<file path="src/rtl/pipe_pkg.sv">
// Shared definitions for the generic inter-stage pipeline register:
// RISC-V NOP encoding, occupancy state enum and bubble fill constants.
package pipe_pkg;

  localparam logic [31:0] RV_NOP_INST = 32'h0000_0013;

  typedef enum logic [1:0] {
    PS_EMPTY = 2'd0,
    PS_FULL  = 2'd1,
    PS_SKID  = 2'd2
  } ps_state_e;

  // A bubble carries no PC or payload; both fields are zero-filled to any width.
  localparam logic BUBBLE_PC_FILL      = 1'b0;
  localparam logic BUBBLE_PAYLOAD_FILL = 1'b0;

  localparam logic [31:0] PERF_CNT_MAX = 32'hFFFF_FFFF;

endpackage

</file>
<file path="src/rtl/pipe_stage_perf.sv">
// Saturating event counters for a pipeline stage: stall cycles, flush cycles
// and cycles with no valid output. Instantiated only under PIPE_STAGE_PERF_EN.
module pipe_stage_perf
  import pipe_pkg::*;
(
  input  logic        clk,
  input  logic        rst,
  input  logic        stall,
  input  logic        flush_any,
  input  logic        bubble,
  output logic [31:0] perf_stall_cnt,
  output logic [31:0] perf_flush_cnt,
  output logic [31:0] perf_bubble_cnt
);

  logic [2:0]  evt;
  logic [31:0] cnt_q [3];
  logic [31:0] cnt_d [3];

  assign evt = {bubble, flush_any, stall};

  genvar gi;
  generate
    for (gi = 0; gi < 3; gi++) begin : g_cnt
      always_comb begin
        cnt_d[gi] = cnt_q[gi];
        if (evt[gi] && (cnt_q[gi] != PERF_CNT_MAX)) begin
          cnt_d[gi] = cnt_q[gi] + 32'd1;
        end
      end

      always_ff @(posedge clk) begin
        if (rst) begin
          cnt_q[gi] <= '0;
        end else begin
          cnt_q[gi] <= cnt_d[gi];
        end
      end
    end
  endgenerate

  assign perf_stall_cnt  = cnt_q[0];
  assign perf_flush_cnt  = cnt_q[1];
  assign perf_bubble_cnt = cnt_q[2];

endmodule

</file>
<file path="src/rtl/pipe_stage_reg.sv">
// Parametrised pipeline register with valid/ready handshake, 2-entry skid,
// N-source flush and stall bubbles. Optional counters: PIPE_STAGE_PERF_EN.
module pipe_stage_reg
  import pipe_pkg::*;
#(
  parameter int          PAYLOAD_W  = 256,
  parameter int          PC_W       = 32,
  parameter int          FLUSH_SRCS = 2,
  parameter logic [31:0] NOP_INST   = RV_NOP_INST
) (
  input  logic                  clk,
  input  logic                  rst,
  input  logic                  in_valid,
  output logic                  in_ready,
  input  logic [PC_W-1:0]       in_pc,
  input  logic [31:0]           in_inst,
  input  logic [PAYLOAD_W-1:0]  in_payload,
  input  logic                  stall,
  input  logic [FLUSH_SRCS-1:0] flush,
  output logic                  out_valid,
  input  logic                  out_ready,
  output logic [PC_W-1:0]       out_pc,
  output logic [31:0]           out_inst,
  output logic [PAYLOAD_W-1:0]  out_payload
`ifdef PIPE_STAGE_PERF_EN
  ,
  output logic [31:0]           perf_stall_cnt,
  output logic [31:0]           perf_flush_cnt,
  output logic [31:0]           perf_bubble_cnt
`endif
);

  localparam logic [PC_W-1:0]      BUBBLE_PC  = {PC_W{BUBBLE_PC_FILL}};
  localparam logic [PAYLOAD_W-1:0] BUBBLE_PAY = {PAYLOAD_W{BUBBLE_PAYLOAD_FILL}};

  ps_state_e state_q, state_d;
  logic                 main_valid_q, main_valid_d;
  logic                 skid_valid_q, skid_valid_d;
  logic [PC_W-1:0]      main_pc_q, main_pc_d, skid_pc_q, skid_pc_d;
  logic [31:0]          main_inst_q, main_inst_d, skid_inst_q, skid_inst_d;
  logic [PAYLOAD_W-1:0] main_pay_q, main_pay_d, skid_pay_q, skid_pay_d;

  logic flush_any;
  logic accept;
  logic fire;

  assign flush_any = |flush;
  assign in_ready  = !skid_valid_q && !stall && !flush_any;
  assign accept    = in_valid && in_ready;
  assign fire      = main_valid_q && out_ready;

  always_comb begin
    state_d     = state_q;
    main_pc_d   = main_pc_q;
    main_inst_d = main_inst_q;
    main_pay_d  = main_pay_q;
    skid_pc_d   = skid_pc_q;
    skid_inst_d = skid_inst_q;
    skid_pay_d  = skid_pay_q;

    if (flush_any) begin
      // A same-cycle fire still completes downstream; both entries are killed.
      state_d     = PS_EMPTY;
      main_pc_d   = BUBBLE_PC;
      main_inst_d = NOP_INST;
      main_pay_d  = BUBBLE_PAY;
      skid_pc_d   = BUBBLE_PC;
      skid_inst_d = NOP_INST;
      skid_pay_d  = BUBBLE_PAY;
    end else begin
      unique case (state_q)
        PS_EMPTY: begin
          if (accept) begin
            state_d     = PS_FULL;
            main_pc_d   = in_pc;
            main_inst_d = in_inst;
            main_pay_d  = in_payload;
          end
        end
        PS_FULL: begin
          if (fire && accept) begin
            main_pc_d   = in_pc;
            main_inst_d = in_inst;
            main_pay_d  = in_payload;
          end else if (fire) begin
            state_d     = PS_EMPTY;
            main_pc_d   = BUBBLE_PC;
            main_inst_d = NOP_INST;
            main_pay_d  = BUBBLE_PAY;
          end else if (accept) begin
            state_d     = PS_SKID;
            skid_pc_d   = in_pc;
            skid_inst_d = in_inst;
            skid_pay_d  = in_payload;
          end
        end
        PS_SKID: begin
          // in_ready is low here, so only the drain path can move data.
          if (fire) begin
            state_d     = PS_FULL;
            main_pc_d   = skid_pc_q;
            main_inst_d = skid_inst_q;
            main_pay_d  = skid_pay_q;
            skid_pc_d   = BUBBLE_PC;
            skid_inst_d = NOP_INST;
            skid_pay_d  = BUBBLE_PAY;
          end
        end
        default: begin
          state_d = PS_EMPTY;
        end
      endcase
    end

    main_valid_d = (state_d != PS_EMPTY);
    skid_valid_d = (state_d == PS_SKID);
  end

  always_ff @(posedge clk) begin
    if (rst) begin
      state_q      <= PS_EMPTY;
      main_valid_q <= 1'b0;
      skid_valid_q <= 1'b0;
      main_pc_q    <= BUBBLE_PC;
      main_inst_q  <= NOP_INST;
      main_pay_q   <= BUBBLE_PAY;
      skid_pc_q    <= BUBBLE_PC;
      skid_inst_q  <= NOP_INST;
      skid_pay_q   <= BUBBLE_PAY;
    end else begin
      state_q      <= state_d;
      main_valid_q <= main_valid_d;
      skid_valid_q <= skid_valid_d;
      main_pc_q    <= main_pc_d;
      main_inst_q  <= main_inst_d;
      main_pay_q   <= main_pay_d;
      skid_pc_q    <= skid_pc_d;
      skid_inst_q  <= skid_inst_d;
      skid_pay_q   <= skid_pay_d;
    end
  end

  assign out_valid   = main_valid_q;
  assign out_pc      = main_pc_q;
  assign out_inst    = main_inst_q;
  assign out_payload = main_pay_q;

`ifdef PIPE_STAGE_PERF_EN
  pipe_stage_perf u_perf (
    .clk             (clk),
    .rst             (rst),
    .stall           (stall),
    .flush_any       (flush_any),
    .bubble          (!main_valid_q),
    .perf_stall_cnt  (perf_stall_cnt),
    .perf_flush_cnt  (perf_flush_cnt),
    .perf_bubble_cnt (perf_bubble_cnt)
  );
`endif

endmodule
</file>
<file path="config.mk">
export PLATFORM = sky130hd
export DESIGN_NAME = pipe_stage_reg
export DESIGN_NICKNAME = d
export VERILOG_FILES = /design/src/rtl/pipe_pkg.sv /design/src/rtl/pipe_stage_perf.sv /design/src/rtl/pipe_stage_reg.sv
export SDC_FILE = /design/constraint.sdc
export NUM_CORES = 1
export LEC_CHECK = 0
export BUFFER_PORTS_ARGS = -buffer_cell sky130_fd_sc_hd__buf_2
export CORE_AREA = 2 2 255 257
export DETAILED_ROUTE_END_ITERATION = 10
export DIE_AREA = 0 0 257 259
export PLACE_DENSITY_LB_ADDON = 0.2
export SLEW_MARGIN = 15
export SYNTH_ARGS = -nofsm -noshare
export SYNTH_HDL_FRONTEND = slang
export SYNTH_SLANG_ARGS = --single-unit
export TNS_END_PERCENT = 30
</file>
<file path="constraint.sdc">
create_clock -name clk -period 5.1 [get_ports clk]
set_input_delay 1.02 -clock clk [delete_from_list [all_inputs] [get_ports clk]]
set_output_delay 1.02 -clock clk [all_outputs]
set_load 0.02 [all_outputs]
</file>
==> results of run 1 <==
-- metrics by stage --
stage          worst slack [ps]  hold slack, ps  instances  utilization, %
6_report                   1722           464.7       4618           50.44
5_1_grt                    1648           478.9       4613           50.42
4_1_cts                    1712           466.3       4589           50.33
3_5_place_dp               1487           458.4       4465           46.69
3_3_place_gp               1515           454.1       4465           46.69
2_1_floorplan              2241           448.1       3321               -
-- tightest hold or removal path, cell delays in order (launching register included) --
cell and delay, ps:
sky130_fd_sc_hd__dfxtp_1 300, sky130_fd_sc_hd__nand3_1 60, sky130_fd_sc_hd__a21oi_1 50
-- report_power, final --
group	internal (W)	total, W	leakage [nW]	switching [W]
clock	0.00301	0.00515	1.14	0.00214
combinational	0.000189	0.000514	5.53	0.000325
sequential	0.00505	0.00506	5.19	0.0000114
-- registers in the layout, indices dropped and copies added (netlist names) --
name,flops
out_payload,256
skid_pay_q,256
out_inst,32
out_pc,32
skid_inst_q,32
skid_pc_q,32
state_q,2
out_valid,1
skid_valid_q,1
-- path summary, 6_finish.rpt --
check | end | slack (ps) | cells after the start
max | in_ready | 1720 | 4
min | skid_pay_q[20]$_SDFFE_PP0P_ | 460 | 2
max reg2reg | skid_pay_q[219]$_SDFFE_PP0P_ | 1990 | 6
min reg2reg | skid_pay_q[20]$_SDFFE_PP0P_ | 460 | 2
-- cells by family (layout without fill, tap and decap cells) --
family	Yosys count	in the layout
adders and majority gates	5	5
other	0	29
muxes	6	6
buffers and inverters	397	810
DFF	644	644
AOI/OAI and AO/OA	971	971
and+or+nand+nor	1298	1298
-- placed cells by master, fill, tap and decap left out, drive strengths merged, types with 2 or more instances in the layout --
| cell | synthesis | layout |
|---|---|---|
| buf | 163 | 682 |
| a31oi | 319 | 319 |
| inv | 3 | 5 |
| mux2 | 3 | 3 |
| clkinv | 1 | 9 |
| or3 | 2 | 2 |
| a221oi | 5 | 5 |
| diode | 0 | 29 |
| o21ai | 5 | 5 |
| mux2i | 3 | 3 |
| a21oi | 317 | 317 |
| ha | 5 | 5 |
| nand3 | 317 | 317 |
| nor3 | 8 | 8 |
| dfxtp | 644 | 644 |
| a21o | 2 | 2 |
| nor2 | 6 | 6 |
| or4 | 4 | 4 |
| a21boi | 2 | 2 |
| clkbuf | 230 | 113 |
| nand4b | 2 | 2 |
| a311oi | 317 | 317 |
| nand2 | 954 | 954 |
-- layout make-up --
class                   instances  share of cell area [%]
multi-input cells            2280                   37.27
clock buffers                 113                   6.795
well taps                     855                   3.320
inverters                       4                 0.04660
repair buffers                682                   11.91
clock inverters                11                  0.4233
flip-flops and latches        644                   40.01
diodes                         29                  0.2252
-- layer usage --
layer | part of all wire (%) | wire length, um | vias to the layer above
met5 | 0.23 | 227 | -
met1 | 42 | 40410 | 13050
li1 | - | - | 12760
met2 | 46 | 45040 | 1038
met3 | 8.1 | 7870 | 210
met4 | 3.7 | 3619 | 34
==> flow_metrics.py, run 1 <==
metrics = {
    "min_path": {
        "timing.hold.worst.start": "skid_pay_q[20]$_SDFFE_PP0P_",
        "holdCritPathClass": "reg -> reg",
    },
    "critical_path": {
        "crit_top_cell": "sky130_fd_sc_hd__buf_2",
        "worst_path_dominant_cell_family": "simple AND/OR/NAND/NOR gates",
        "worst_path_max_fanout": 7,
        "timing_worst_setup_path_type": "in -> out",
        "crit_path_top_delay_cell": "sky130_fd_sc_hd__or4_1",
        "arrival_ps": 2360,
        "startpoint": "stall",
        "critical_path.reg2reg.startpoint": "state_q[0]$_SDFF_PP0_",
        "cp.buffers_inverters": 3,
        "crit_path_max_incr_delay_ps": 770,
        "crit_chain": "buf_2 > or4_1 > clkinv_1 > buf_2",
        "required_ps": 4080,
        "critical_path.startpoint_type": "input port",
        "end_kind": "primary output",
    },
    "layout": {
        "finalNetCount": 4016,
        "fraction_of_final_layout_cells_with_drive_strength_greater_than_1_pct": 21.32,
        "postLayoutCellArea_um2": 32220,
        "multiInputGateArea_um2": 12010,
        "layout-area-overhead-vs-synth_pct": 21.34,
        "n_fill_cell": 6356,
        "regArea_um2": 12890,
    },
    "place": {
        "io_buffers": 648,
        "final_weighted_congestion_of_routability_driven_global_placement": 0.8079,
        "detailed_place_hpwl_um": 54520,
        "dpl_cell_area_um2": 29820,
    },
    "power": {
        "powerDensity_nw_per_um2": 332.9,
        "power.ir.vdd_worst_mv": 0.2505,
        "cellLeakagePower_nw": 11.86,
        "total_power_w": 0.01073,
    },
    "die": {
        "fp.dieW_um": 257,
        "start_util_pct": 41.57,
        "die_h_um": 259,
        "core-area_um2": 63880,
        "area_of_the_die_um2": 66560,
        "pin_count": 649,
        "site_rows": 93,
    },
    "cts": {
        "postCtsResizedCells": 0,
        "cts.path.max_buffers": 3,
        "post_cts_buffers": 0,
        "cts_tree": "built",
        "clk_transition_reported_paths_ps": 60,
        "tritoncts.num_buffers": 72,
        "htreeDepth": 3,
        "ctsHoldBuffers": 0,
        "cts-root-buf": "sky130_fd_sc_hd__clkbuf_16",
        "cts.sinks": 644,
        "worst_skew_pair.late_latency_ps": 620,
    },
    "route": {
        "via_count": 27090,
        "detail-route-antenna-nets": 0,
        "drcViolationCount": 0,
        "dr.first_iter.drc_count": 2767,
        "drt-total-wl_um": 97170,
        "avgRoutedWirePerCell_um": 21.04,
        "routed_via_density": 5.865,
        "firstDrtPassIters": 8,
    },
    "synth": {
        "synth_edf_count": 0,
        "yosys.area.top_type": "sky130_fd_sc_hd__dfxtp_1",
        "post_synth_xor_area_fraction_pct": 0,
        "synth_warnings": 0,
        "post_synth_main_area_contributors": "sky130_fd_sc_hd__dfxtp_1, sky130_fd_sc_hd__nand2_1, sky130_fd_sc_hd__a311oi_1",
        "yosys_register_bits": 644,
        "post_synth_and_or_nand_nor_area_fraction_pct": 20.08,
        "yosys.cell_types.count": 35,
        "synth_top_area_share_pct": 48.55,
        "synth.mux.area_fraction_pct": 0.2403,
        "synthesis.area_um2": 26550,
        "synthTopCellsByCount": "sky130_fd_sc_hd__nand2_1, sky130_fd_sc_hd__dfxtp_1, sky130_fd_sc_hd__a31oi_1",
        "synth_adder_area_share_pct": 0.2356,
        "async_flop_share_pct": 0,
        "synth_top_family_by_area": "compound AO/OA/AOI/OAI gates",
        "yosys.cell_count.top_type": "sky130_fd_sc_hd__nand2_1",
        "synth-compound-area-share_pct": 24.47,
        "syn_nets": 3653,
        "synth-main-ff-cell": "sky130_fd_sc_hd__dfxtp_1",
        "synth_sequential_area_ratio_pct": 48.55,
        "syn_inst": 3321,
        "synthesis.area_per_instance_um2": 7.996,
    },
    "grt": {
        "pin_count_of_the_biggest_net_entering_global_routing": 174,
        "groute.layer.met3.usage_pct": 7.323,
        "wire_length_of_the_first_global_routing_pass_um": 146000,
        "grt_overflow": 0,
        "via_count_of_the_first_global_routing_pass": 24540,
        "initial_antenna_violation_count": 44,
        "grt_util_met1_pct": 35.44,
        "gr-usage-all-layers_pct": 27.06,
        "grt.busiest_layer": "met2",
        "met2_usage_pct": 41.80,
    },
    "sta": {
        "finClkSkew_ps": 16.59,
        "timing.slew.headroom_pct": 25.55,
        "slew_violations": 0,
        "hold_viol_final": 0,
        "period_minus_slack_ps": 3378,
        "setup_failing_eps_final": 0,
        "final_min_period_over_clock_period_pct": 66.23,
        "maxClockFrequency_mhz": 296.0,
        "setup_tns_ps": 0,
        "grt_setup_unrepaired": "false",
        "tightest_slew_ps": 1117,
    },
    "job": {
        "timing.max_cap.violations": 0,
    },
    "status": {
        "run_status": "completed",
    },
}
No activity file was read; power rests on OpenSTA's default activity.
==> run 2: changes to the inputs <==
clock period = 3.4 ns   (was 5.1 ns; I/O delays follow)
==> run 2 against run 1 <==
Net effect:
- sequential share of layout area is 0.79 points lower
- sequential power rose by 50%
- core utilization is 1.0 points higher
- highest routed layer unchanged
- die area did not move
- sequential cell count did not move
- cell count increased by 1.0%
- clock skew increased by 8.8 ps
- design area increased by 2.0%
==> flow_metrics.py, run 2 (same netlist as run 1, synthesis figures left out) <==
metrics = {
    "critical_path": {
        "startpoint": "skid_valid_q$_SDFF_PP0_",
        "timing_worst_setup_path_type": "reg -> out",
        "required_ps": 2720,
        "end_kind": "primary output",
        "critical_path.startpoint_type": "flip-flop",
        "arrival_ps": 2170,
        "critical_path.reg2reg.startpoint": "state_q[0]$_SDFF_PP0_",
        "crit-reg2reg-capture": "skid_pay_q[248]$_SDFFE_PP0P_",
        "rr_worst_depth": 6,
        "reg2reg_setup_slack_ps": 660,
        "setup.worst_path.end": "in_ready",
        "worst_path_max_fanout": 7,
    },
    "cts": {
        "tritoncts.num_buffers": 70,
        "ctsHoldBuffers": 0,
        "cts-root-buf": "sky130_fd_sc_hd__clkbuf_16",
        "postCtsResizedCells": 0,
        "cts_tree": "built",
        "worst_skew_pair.late_latency_ps": 620,
        "htreeDepth": 3,
        "cts.path.max_buffers": 3,
        "post_cts_buffers": 0,
        "clk_transition_reported_paths_ps": 60,
        "cts.sinks": 644,
    },
    "route": {
        "dr.first_iter.drc_count": 2362,
        "avgRoutedWirePerCell_um": 20.65,
        "detail-route-antenna-nets": 0,
        "drcViolationCount": 0,
        "firstDrtPassIters": 5,
        "routed_via_density": 5.804,
        "via_count": 27080,
        "drt-total-wl_um": 96370,
    },
    "layout": {
        "finalNetCount": 4068,
        "final_common_cell": "sky130_fd_sc_hd__nand2_1",
        "n_fill_cell": 6287,
        "layout-area-overhead-vs-synth_pct": 23.78,
        "fraction_of_final_layout_cells_with_drive_strength_greater_than_1_pct": 22.52,
        "most-common-layout-cells": "sky130_fd_sc_hd__nand2_1, sky130_fd_sc_hd__buf_2, sky130_fd_sc_hd__dfxtp_1, sky130_fd_sc_hd__a31oi_1",
        "postLayoutCellArea_um2": 32870,
        "layout.cells.non_filler": 4666,
    },
    "grt": {
        "wire_length_of_the_first_global_routing_pass_um": 145700,
        "via_count_of_the_first_global_routing_pass": 24790,
        "initial_antenna_violation_count": 36,
        "pin_count_of_the_biggest_net_entering_global_routing": 201,
        "gr-usage-all-layers_pct": 27.08,
        "grt_overflow": 0,
    },
    "power": {
        "p_int_w": 0.01229,
        "switching_share_pct": 23.44,
        "powerDensity_nw_per_um2": 488.3,
        "power.ir.vdd_worst_mv": 0.4302,
        "netSwitchingPower_w": 0.003762,
        "cellLeakagePower_nw": 12.19,
        "power.combinational.fraction_pct": 5.0,
        "clkPwrFrac_pct": 47.6,
        "sequentialPowerShare_pct": 47.3,
    },
    "die": {
        "start_util_pct": 41.57,
        "pin_count": 649,
        "fp.dieW_um": 257,
        "site_rows": 93,
        "core-area_um2": 63880,
        "area_of_the_die_um2": 66560,
        "die_h_um": 259,
    },
    "sta": {
        "hold_viol_final": 0,
        "timing.slew.headroom_pct": 7.987,
        "slew_violations": 0,
        "period_minus_slack_ps": 2846,
        "maxClockFrequency_mhz": 351.3,
        "setup_ws_ps": 553.5,
        "hold_ws_ps": 305.8,
        "finClkSkew_ps": 25.44,
        "setup_tns_ps": 0,
        "final_min_period_over_clock_period_pct": 83.72,
        "tightest_slew_ps": 1380,
        "grt_setup_unrepaired": "false",
        "setup_failing_eps_final": 0,
    },
    "place": {
        "final_weighted_congestion_of_routability_driven_global_placement": 0.8439,
        "placement.setup.worst_slack_ps": 391.7,
        "place.detailed.instances": 4519,
        "detailed_place_hpwl_um": 59160,
        "io_buffers": 648,
        "dpl_cell_area_um2": 30530,
    },
    "job": {
        "timing.max_cap.violations": 0,
    },
    "min_path": {
        "holdCritPathClass": "in -> reg",
    },
    "status": {
        "run_status": "completed",
    },
}
run 2: cell types whose count changed in the layout (fill, tap and decap cells not counted), sizes merged:
cell,change
buf,+54
clkinvlp,+2
diode,-5
clkbuf,-10
bufinv,+2
inv,+3
clkinv,+2
run 2: final cells by class:
class	count	area, um2	share of cell area (%)
Sequential cell	644	12890	39.22
Multi-Input combinational cell	2280	12010	36.54
Timing Repair Buffer	736	4542	13.82
Clock buffer	103	2036	6.193
Tap cell	855	1070	3.255
Clock inverter	20	244.0	0.7423
Antenna cell	24	60.06	0.1827
Inverter	4	15.01	0.04568
run 2: metal layers:
metal  routed length, um  GRT usage, %  up-vias
li1                    -             -    12860
met1               39180         34.83    12900
met2               44630         42.31     1086
met3                8683         7.538      205
met4                3694         12.31       30
met5                 185             0        -
run 2: how the worst min path moves through the flow:
stage | startpoint | endpoint | slack, ps | cells past startpoint
2_1_floorplan | skid_inst_q[10]$_SDFFE_PP0P_ | skid_inst_q[10]$_SDFFE_PP0P_ | 450 | 2
3_3_place_gp | skid_pay_q[90]$_SDFFE_PP0P_ | skid_pay_q[90]$_SDFFE_PP0P_ | 450 | 2
3_5_place_dp | skid_pay_q[180]$_SDFFE_PP0P_ | skid_pay_q[180]$_SDFFE_PP0P_ | 460 | 2
4_1_cts | in_payload[224] | skid_pay_q[224]$_SDFFE_PP0P_ | 270 | 3
5_1_grt | in_payload[214] | skid_pay_q[214]$_SDFFE_PP0P_ | 290 | 3
6_report | in_payload[214] | skid_pay_q[214]$_SDFFE_PP0P_ | 310 | 3
run 2: through the flow:
stage,util (%),total power [W]
final,51.45,0.01605
after detailed placement,47.79,0.008565
after global routing,51.42,0.01655
after floorplan,-,0.008149
after global placement,47.79,0.008564
after CTS,51.36,0.01617
run 2: worst max-delay path: stages, from the launching register on:
cell	delay (ps)
sky130_fd_sc_hd__dfxtp_1	350
sky130_fd_sc_hd__or4_1	650
sky130_fd_sc_hd__buf_4	230
sky130_fd_sc_hd__clkinv_1	120
sky130_fd_sc_hd__buf_2	230
run 2: power groups by stage:
stage                     logic [W]  clock network (W)  registers, W
after CTS                  0.000805            0.00777       0.00759
after detailed placement   0.000803                  0       0.00776
final                      0.000808            0.00765       0.00760
after floorplan            0.000351                  0       0.00780
after global routing       0.000883            0.00807       0.00759
after global placement     0.000802                  0       0.00776
